## config.mk

```make
export PLATFORM = sky130hd
export DESIGN_NAME = cajero_automatico
export DESIGN_NICKNAME = d
export VERILOG_FILES = /design/src/rtl/cajero_automatico.sv
export SDC_FILE = /design/constraint.sdc
export NUM_CORES = 1
export LEC_CHECK = 0
export CAP_MARGIN = 0
export CORE_MARGIN = 5
export CORE_UTILIZATION = 50
export DETAILED_ROUTE_END_ITERATION = 8
export PLACE_DENSITY = 0.76
export SLEW_MARGIN = 20
export SYNTH_ARGS = -nofsm -noshare
export SYNTH_HDL_FRONTEND = slang
export SYNTH_SLANG_ARGS = --single-unit
```

## constraint.sdc

```tcl
create_clock -name clk -period 4.2 [get_ports clk]
set_clock_uncertainty 0.2 [all_clocks]
set_input_delay 0.63 -clock clk [delete_from_list [all_inputs] [get_ports clk]]
set_output_delay 0.63 -clock clk [all_outputs]
set_load 0.01 [all_outputs]
```

## src/rtl/cajero_automatico.sv

```systemverilog
// ATM card-session controller: card acceptance, 4-digit PIN check with lockout, one deposit or
// withdrawal per session. Define CAJERO_LIMITE_RETIRO_EN to reject withdrawals above MAX_RETIRO.
module cajero_automatico #(
  parameter int unsigned MAX_INTENTOS = 3,
  parameter logic [31:0] MAX_RETIRO   = 32'd5000
) (
  input  logic        clk,
  input  logic        rst,
  input  logic        TARJETA_RECIBIDA,
  input  logic        TIPO_TRANS,
  input  logic        DIGITO_STB,
  input  logic [3:0]  DIGITO,
  input  logic [15:0] PIN,
  input  logic        MONTO_STB,
  input  logic [31:0] MONTO,
  input  logic [63:0] BALANCE_INICIAL,
  output logic [63:0] BALANCE,
  output logic        BALANCE_ACTUALIZADO,
  output logic        ENTREGAR_DINERO,
  output logic        FONDOS_INSUFICIENTES,
  output logic        PIN_INCORRECTO,
  output logic        ADVERTENCIA,
  output logic        BLOQUEO
);

  localparam int unsigned AW = $clog2(MAX_INTENTOS + 1);
  localparam logic [AW-1:0] IntentosLim   = AW'(MAX_INTENTOS);
  localparam logic [AW-1:0] IntentosAviso = AW'(MAX_INTENTOS - 1);

  typedef enum logic [2:0] {
    StEspera,
    StPinCaptura,
    StVerifica,
    StEsperaMonto,
    StTransaccion,
    StBloqueado
  } estado_e;

  estado_e        estado_q;
  logic           tipo_q;
  logic [15:0]    pin_q;
  logic [1:0]     indice_q;
  logic [AW-1:0]  intentos_q;
  logic [31:0]    monto_q;

  logic [AW-1:0]  intentos_sig;
  logic [64:0]    suma;
  logic           excede_cap;
  logic           retiro_rechazado;

  always_comb begin
    intentos_sig = intentos_q + AW'(1);
    suma         = {1'b0, BALANCE} + {33'd0, monto_q};
    excede_cap   = monto_q > MAX_RETIRO;
`ifdef CAJERO_LIMITE_RETIRO_EN
    retiro_rechazado = ({32'd0, monto_q} > BALANCE) | excede_cap;
`else
    // Cap compiled out: the cap comparison is computed but never affects the decision.
    retiro_rechazado = ({32'd0, monto_q} > BALANCE) | (excede_cap & 1'b0);
`endif
  end

  always_ff @(posedge clk or negedge rst) begin
    if (!rst) begin
      estado_q             <= StEspera;
      tipo_q               <= 1'b0;
      pin_q                <= '0;
      indice_q             <= '0;
      intentos_q           <= '0;
      monto_q              <= '0;
      BALANCE              <= '0;
      BALANCE_ACTUALIZADO  <= 1'b0;
      ENTREGAR_DINERO      <= 1'b0;
      FONDOS_INSUFICIENTES <= 1'b0;
      PIN_INCORRECTO       <= 1'b0;
      ADVERTENCIA          <= 1'b0;
      BLOQUEO              <= 1'b0;
    end else begin
      BALANCE_ACTUALIZADO  <= 1'b0;
      ENTREGAR_DINERO      <= 1'b0;
      FONDOS_INSUFICIENTES <= 1'b0;
      PIN_INCORRECTO       <= 1'b0;
      ADVERTENCIA          <= 1'b0;
      unique case (estado_q)
        StEspera: begin
          if (TARJETA_RECIBIDA) begin
            tipo_q     <= TIPO_TRANS;
            BALANCE    <= BALANCE_INICIAL;
            intentos_q <= '0;
            indice_q   <= '0;
            estado_q   <= StPinCaptura;
          end
        end
        StPinCaptura: begin
          if (DIGITO_STB) begin
            pin_q    <= {pin_q[11:0], DIGITO};
            indice_q <= indice_q + 2'd1;
            if (indice_q == 2'd3) estado_q <= StVerifica;
          end
        end
        StVerifica: begin
          indice_q <= '0;
          if (pin_q == PIN) begin
            intentos_q <= '0;
            estado_q   <= StEsperaMonto;
          end else begin
            intentos_q <= intentos_sig;
            if (intentos_sig == IntentosLim) begin
              // Final failure locks the card without a wrong-PIN pulse.
              BLOQUEO  <= 1'b1;
              estado_q <= StBloqueado;
            end else begin
              PIN_INCORRECTO <= 1'b1;
              ADVERTENCIA    <= (intentos_sig == IntentosAviso);
              estado_q       <= StPinCaptura;
            end
          end
        end
        StEsperaMonto: begin
          if (MONTO_STB) begin
            monto_q  <= MONTO;
            estado_q <= StTransaccion;
          end
        end
        StTransaccion: begin
          estado_q <= StEspera;
          if (!tipo_q) begin
            BALANCE             <= suma[64] ? '1 : suma[63:0];
            BALANCE_ACTUALIZADO <= 1'b1;
          end else if (retiro_rechazado) begin
            FONDOS_INSUFICIENTES <= 1'b1;
          end else begin
            BALANCE             <= BALANCE - {32'd0, monto_q};
            ENTREGAR_DINERO     <= 1'b1;
            BALANCE_ACTUALIZADO <= 1'b1;
          end
        end
        StBloqueado: ;
        default: estado_q <= StEspera;
      endcase
    end
  end

endmodule

```

==> flow_summary.ini, run 1 <==
[run_status]
outcome = finished with violations
violations = DRC

[logic_synthesis]
syn_nets = 1579
syn_inst = 1388
synth_most_common_cell = dfrtp_1
syn_avg_cell_area_um2 = 7.98
ys.flop_type = dfrtp_1
yosysWarningCount = 0
netlist_area_um2 = 11100
synth.distinct_cells = 81
async_flop_share = 1.00
ys_top_cells_by_area = dfrtp_1 28%, ha_1 7.6%, mux2_2 5.0%, a21oi_1 4.8%, o21ai_0 4.2%
ys_seq_area_frac = 0.285
synth_top_area_frac = 0.285
synth_largest_area_cell = dfrtp_1
ys_seq_elements = 126
synthTopCellsByCount = 126 x dfrtp_1, 117 x nand2_1, 111 x nor2_1
synth-edff-count = 0

[worst_setup_path]
worst_ep_required_time_ns = 4.32
critical_path_class = reg -> reg
cp_slowest_cell = or4_4
worstPathArrival_ns = 4.04
regToRegSetupSlack_ns = 0.29
critical_path_peak_fanout = 12
slowest_delay_ns = 0.52
cp-end-kind = flop
cp_cell_sequence = ha_1 -> or4_4 -> or4_1 -> a211oi_2 -> nor3_2 -> o41ai_2 -> a211o_2 -> nand2_2 -> o32ai_1 -> a31oi_1 -> a2bb2oi_1
worst-r2r-cell-count = 11
crit_path_start_kind = flop
worstReg2RegStart = BALANCE[13]$_DFFE_PN0P_
r2r_end = BALANCE[41]$_DFFE_PN0P_

[floorplan]
io_pins = 192
die_x_um = 159
start_util = 0.507
die_h_um = 159
dieArea_um2 = 25200
row_count = 54
core_um2 = 21800

[cells_and_area]
fin_cells = 1866
drive_above_1_share = 0.108
n_fill_cell = 1935
n_antenna_cell = 0
multiInputGateArea_um2 = 7310
seq_area_um2 = 3150
syn_to_final_growth_pct = 27.5
nets = 1764

[power]
p_leak_nw = 5.83
power_density_nw_per_um2 = 921
pwr-share-seq = 0.200
p_int_mw = 6.29
netSwitchingFraction = 0.516
p_sw_mw = 6.71
pwr-share-clk = 0.118
ir_drop_v = 0.000329
comb_power_share = 0.682

[global_routing]
grt_pass1_vias = 11790
gr-usage-met3 = 0.0842
grt_pass1_wl_mm = 65.1
antenna_found_initial = 2
groute.usage.overall = 0.312
grt_max_degree = 68
grt_busiest_layer = met2
grt_overflow = 0
grt_use_met2 = 0.503
grtUsageMet1 = 0.411

[detailed_routing]
drt_iter0_drc = 1134
vias = 11843
route.detailed.drc = 2
dr.pass1.iters = 8
via_per_inst = 6.35
drt_wl_total_mm = 40.3
ant_nets = 0
wire_per_inst_um = 21.6

[clock_tree]
clockRootBuffer = clkbuf_16
ctsResizeCount = 0
h-tree-depth = 4
cts_tree = done
cts-buffers-inserted = 17
cts_setup_buffers = 0
clockBufferDepth = 2
clock_latency_ns = 0.44
path_clk_slew_ns = 0.07
cts_hold_buf = 0
clock-sinks = 126

[timing]
hold_viol = 0
timing.final.crit_share = 0.932
setup_viol = 0
tightest_slew_ns = 1.09
setup_tns_ns = 0
fmax_mhz = 255
slew_headroom = 0.270
rsz0062_at_grt = false
slew_viol_final = 0
period_minus_slack_ns = 3.91

[placement]
placed_cells_incl_taps = 1834
portBuffers = 191
dpl.hpwl_mm = 30.5
gp_congestion = 1.01

[worst_hold_path]
min_path_type = in -> async

[job]
maxCapViolations = 0
[how the worst max path moves through the flow]
stage / start / end / slack (ns)
floorplan: BALANCE[16]$_DFFE_PN0P_ / BALANCE[61]$_DFFE_PN0P_ / 0.65
global placement: BALANCE[0]$_DFFE_PN0P_ / BALANCE[34]$_DFFE_PN0P_ / 0.37
detailed placement: BALANCE[13]$_DFFE_PN0P_ / BALANCE[33]$_DFFE_PN0P_ / 0.25
CTS: BALANCE[13]$_DFFE_PN0P_ / BALANCE[33]$_DFFE_PN0P_ / 0.23
global route: BALANCE[0]$_DFFE_PN0P_ / BALANCE[34]$_DFFE_PN0P_ / 0.06
finish: BALANCE[13]$_DFFE_PN0P_ / BALANCE[41]$_DFFE_PN0P_ / 0.29
[metrics by stage]
stage                     cell area (um^2)  total power [mW]   util  hold slack, ns  setup WS, ns
after floorplan                      11100              8.16      -           0.134         0.652
after global placement               13500              11.2  0.620           0.260         0.368
after detailed placement             13500              11.2  0.620           0.265         0.253
after CTS                            14100              12.8  0.647           0.134         0.233
after global routing                 14100              13.9  0.647           0.146        0.0575
final                                14100              13.0  0.647          0.0751         0.285
[worst max-delay path: cells and delay by family (launching register included)]
family / cells / cell delay [ns]
DFF: 1 / 0.42
and+or+nand+nor: 4 / 1.25
AOI/OAI and AO/OA: 6 / 1.47
adders and majority gates: 1 / 0.47
[flip-flops by register name, summed over array words and instances (netlist names)]
register / flops
BALANCE: 64
monto_q: 32
pin_q: 16
estado_q: 3
indice_q: 2
intentos_q: 2
ADVERTENCIA: 1
BALANCE_ACTUALIZADO: 1
BLOQUEO: 1
ENTREGAR_DINERO: 1
FONDOS_INSUFICIENTES: 1
PIN_INCORRECTO: 1
tipo_q: 1
[logic make-up (layout without fill, tap and decap cells)]
kind of cell	Yosys count	after routing	share of synthesized area
DFF	126	126	0.285
adders and majority gates	69	69	0.0793
muxes	57	57	0.0571
xor gates and xnor gates	57	57	0.0451
buffers and inverters	163	361	0.0582
AOI/OAI and AO/OA	439	439	0.258
and+or+nand+nor	477	477	0.217
[routing by layer]
metal	up-vias	wire length [um]
met5	-	27
met4	4	1000
met3	102	3970
met2	685	18500
met1	5560	16800
li1	5492	-
[final cells by class]
cell class                      instances  share of cell area
Tap cell                              280              0.0248
Clock inverter                         15              0.0117
Inverter                               77              0.0205
Timing Repair Buffer                  252               0.172
Clock buffer                           17              0.0301
Sequential cell                       126               0.223
Multi-Input combinational cell       1099               0.517
[power groups by stage]
stage | Clock (mW) | Sequential, mW | Combinational (mW)
finish | 1.54 | 2.60 | 8.87
global route | 1.60 | 2.69 | 9.65
CTS | 1.54 | 2.58 | 8.70
detailed placement | 0 | 2.60 | 8.63
global placement | 0 | 2.56 | 8.59
floorplan | 0 | 2.44 | 5.71
[cells in the final DEF, fill, tap and decap left out, drive strengths merged, types with 17 or more instances in the layout]
cell type        n
clkdlybuf4s50  190
dfrtp          126
nand2          118
nor2           111
a21oi          107
o21ai          102
inv             88
ha              67
buf             62
mux2            49
nand3           40
nor3            39
o22ai           35
nor4            33
xnor2           32
nand4           29
xor2            25
nand2b          18
and3            18
o211ai          17
a31oi           17
clkbuf          17
(Power assumes the default switching activity.)
==> run 2: changes to the inputs <==
--- a/config.mk
+++ b/config.mk
@@ -8,6 +8,7 @@
 export CAP_MARGIN = 0
 export CORE_MARGIN = 5
 export CORE_UTILIZATION = 50
+export CTS_CLUSTER_DIAMETER = 120
 export DETAILED_ROUTE_END_ITERATION = 8
 export PLACE_DENSITY = 0.76
 export SLEW_MARGIN = 20
==> results of run 2 <==
Final layout, timing and power as in run 1 (identical DEF).
==> run 3: changes to the inputs <==
--- a/config.mk
+++ b/config.mk
@@ -5,12 +5,13 @@
 export SDC_FILE = /design/constraint.sdc
 export NUM_CORES = 1
 export LEC_CHECK = 0
+export ABC_AREA = 1
 export CAP_MARGIN = 0
 export CORE_MARGIN = 5
 export CORE_UTILIZATION = 50
 export CTS_CLUSTER_DIAMETER = 120
 export DETAILED_ROUTE_END_ITERATION = 8
-export PLACE_DENSITY = 0.76
+export PLACE_DENSITY = 0.77
 export SLEW_MARGIN = 20
 export SYNTH_ARGS = -nofsm -noshare
 export SYNTH_HDL_FRONTEND = slang
==> constraint.sdc (replaced) <==
create_clock -name clk -period 3.2 [get_ports clk]
set_clock_uncertainty 0.2 [all_clocks]
set_input_delay 0.48 -clock clk [delete_from_list [all_inputs] [get_ports clk]]
set_output_delay 0.48 -clock clk [all_outputs]
set_load 0.01 [all_outputs]
==> flow_summary.ini, run 3 <==
[cells_and_area]
nets = 2895
regMostFlops = BALANCE
largest_reg_flops = 64
drive_above_1_share = 0.0578
fin_util = 0.617
largestRegisters = BALANCE (64), monto_q (32), pin_q (16)
seq_area_um2 = 3150
layout_commonest_cell = nand2_1
syn_to_final_growth_pct = 21.8
multiInputGateArea_um2 = 8990
layout_common_cells = 851 x nand2_1, 397 x inv_1, 350 x nor2_1
n_fill_cell = 2735
n_antenna_cell = 0

[logic_synthesis]
yosysWarningCount = 0
ys_seq_elements = 126
syn_inst = 2523
async_flop_share = 1.00
synth-edff-count = 0
ys_seq_area_frac = 0.223
ys.flop_type = dfrtp_1
synth_largest_area_cell = nand2_1
synth_most_common_cell = nand2_1
synth.distinct_cells = 43
syn_avg_cell_area_um2 = 5.59
ys_top_cells_by_area = nand2_1 23%, dfrtp_1 22%, inv_1 11%, nor2_1 9.3%, nand3_1 7.8%
synthTopCellsByCount = 852 x nand2_1, 398 x inv_1, 350 x nor2_1
synth_top_area_frac = 0.227
syn_nets = 2714
netlist_area_um2 = 14100

[worst_setup_path]
worstPathArrival_ns = 3.31
crit_path_start_kind = flop
cpMostUsedCell = nand2_1
critical_path_peak_fanout = 8
cp-end-kind = flop
cp_slowest_cell = ha_1
worst_ep_required_time_ns = 3.33
critical_path_class = reg -> reg
cp_cell_sequence = ha_1 -> inv_1 -> a21oi_1 -> o21ai_0 -> a21oi_1 -> nand3_1 -> nand2_1 -> o21ai_0 -> nand2_1 -> nand2_1 -> o21ai_1 -> nand2_1
slowest_delay_ns = 0.50

[placement]
gp_congestion = 1.06
pre_cts_slack_ns = 0.137
dpl.hpwl_mm = 48.2
portBuffers = 191

[timing]
period_minus_slack_ns = 3.18
slew_headroom = 0.340
setup_viol = 0
hold_viol = 0
slew_viol_final = 0
finalWorstSetupSlack_ns = 0.0248
tightest_slew_ns = 0.990
rsz0062_at_grt = false
setup_tns_ns = 0
fmax_mhz = 315
timing.final.crit_share = 0.992

[floorplan]
die_x_um = 178
start_util = 0.507
row_count = 61
dieArea_um2 = 31700
io_pins = 192
core_um2 = 27900
die_h_um = 178

[detailed_routing]
ant_nets = 0
drt_wl_total_mm = 59.6
wire_per_inst_um = 19.2
via_per_inst = 5.55
vias = 17180
dr.pass1.iters = 8
route.detailed.drc = 0
drt_iter0_drc = 2169

[worst_hold_path]
min_path_type = reg -> reg

[clock_tree]
clock-sinks = 126
h-tree-depth = 4
cts_tree = done
clock_latency_ns = 0.45
path_clk_slew_ns = 0.07
clockBufferDepth = 2
cts-buffers-inserted = 17
clockRootBuffer = clkbuf_16
cts_setup_buffers = 0

[global_routing]
grt_pass1_wl_mm = 90.9
antenna_found_initial = 1
grt_pass1_vias = 16344
groute.usage.overall = 0.373
grt_overflow = 0
grt_max_degree = 76

[job]
maxCapViolations = 0

[power]
ir_drop_v = 0.000514
power_density_nw_per_um2 = 1120
p_leak_nw = 8.94

[run_status]
outcome = complete, no violations
## run 3: timing repair
item,in CTS,in global routing
resized for setup,0,11
hold endpoints to repair,58,0
setup endpoints to repair,0,28
hold buffers,1,0
## run 3: cell families (layout without fill, tap and decap cells)
| logic type | count (synthesis) | in the layout | share of synthesized area |
|---|---|---|---|
| AO/OA/AOI/OAI | 250 | 250 | 0.0964 |
| XOR/XNOR | 29 | 29 | 0.0180 |
| flip-flops | 126 | 126 | 0.223 |
| adder cells (fa/ha/maj) | 69 | 69 | 0.0622 |
| AND/OR/NAND/NOR | 1542 | 1542 | 0.451 |
| multiplexers | 10 | 10 | 0.00798 |
| buffers and inverters | 497 | 691 | 0.141 |
## run 3: final timing paths
check	startpoint	depth (start not counted)	endpoint	slack [ns]
max	BALANCE[21]$_DFFE_PN0P_	12	BALANCE[28]$_DFFE_PN0P_	0.02
min	indice_q[1]$_DFFE_PN0P_	2	indice_q[1]$_DFFE_PN0P_	0.29
max reg2reg	BALANCE[21]$_DFFE_PN0P_	12	BALANCE[28]$_DFFE_PN0P_	0.02
min reg2reg	indice_q[1]$_DFFE_PN0P_	2	indice_q[1]$_DFFE_PN0P_	0.29
max in group asynchronous	rst	3	monto_q[25]$_DFFE_PN0P_	1.64
min in group asynchronous	rst	2	BALANCE[6]$_DFFE_PN0P_	0.39
## run 3: power breakdown
part	internal, mW	total, mW	switching [mW]
Sequential	2.32	3.31	0.990
Combinational	4.50	13.8	9.33
Clock	1.11	2.07	0.964
Total	7.92	19.2	11.3
## run 3: area by class of cell
class / instances / share of cell area
sequential: 126 / 0.184
timing repair buffer: 249 / 0.142
multi-input combinational: 1900 / 0.523
clock inverter: 15 / 0.00968
clock buffer: 17 / 0.0247
inverter: 410 / 0.0897
tap: 378 / 0.0275
## run 3: metal layers
layer  up-vias  track usage  share of wire
met3       160       0.0816           0.11
met5         -            0        0.00022
met4         2        0.139          0.038
met1      7835        0.510           0.42
met2      1026        0.579           0.43
li1       8157            -              -
## run 3: critical path, delay by kind of cell, from the launching register on
family,cells,cell delay [ns]
buffers and inverters,1,0.10
adders and majority gates,1,0.50
AOI/OAI and AO/OA,5,1.18
DFF,1,0.42
and+or+nand+nor,5,0.64
## run 3: stage by stage
| step | hold WS (ns) | instances | power (mW) | instance area (um^2) |
|---|---|---|---|---|
| after floorplan | -0.0156 | 2523 | 11.5 | 14100 |
| after global placement | 0.257 | 3062 | 16.3 | 16600 |
| after detailed placement | 0.271 | 3062 | 16.5 | 16600 |
| after CTS | 0.292 | 3095 | 18.7 | 17200 |
| after global routing | 0.328 | 3095 | 20.5 | 17200 |
| final | 0.286 | 3095 | 19.2 | 17200 |
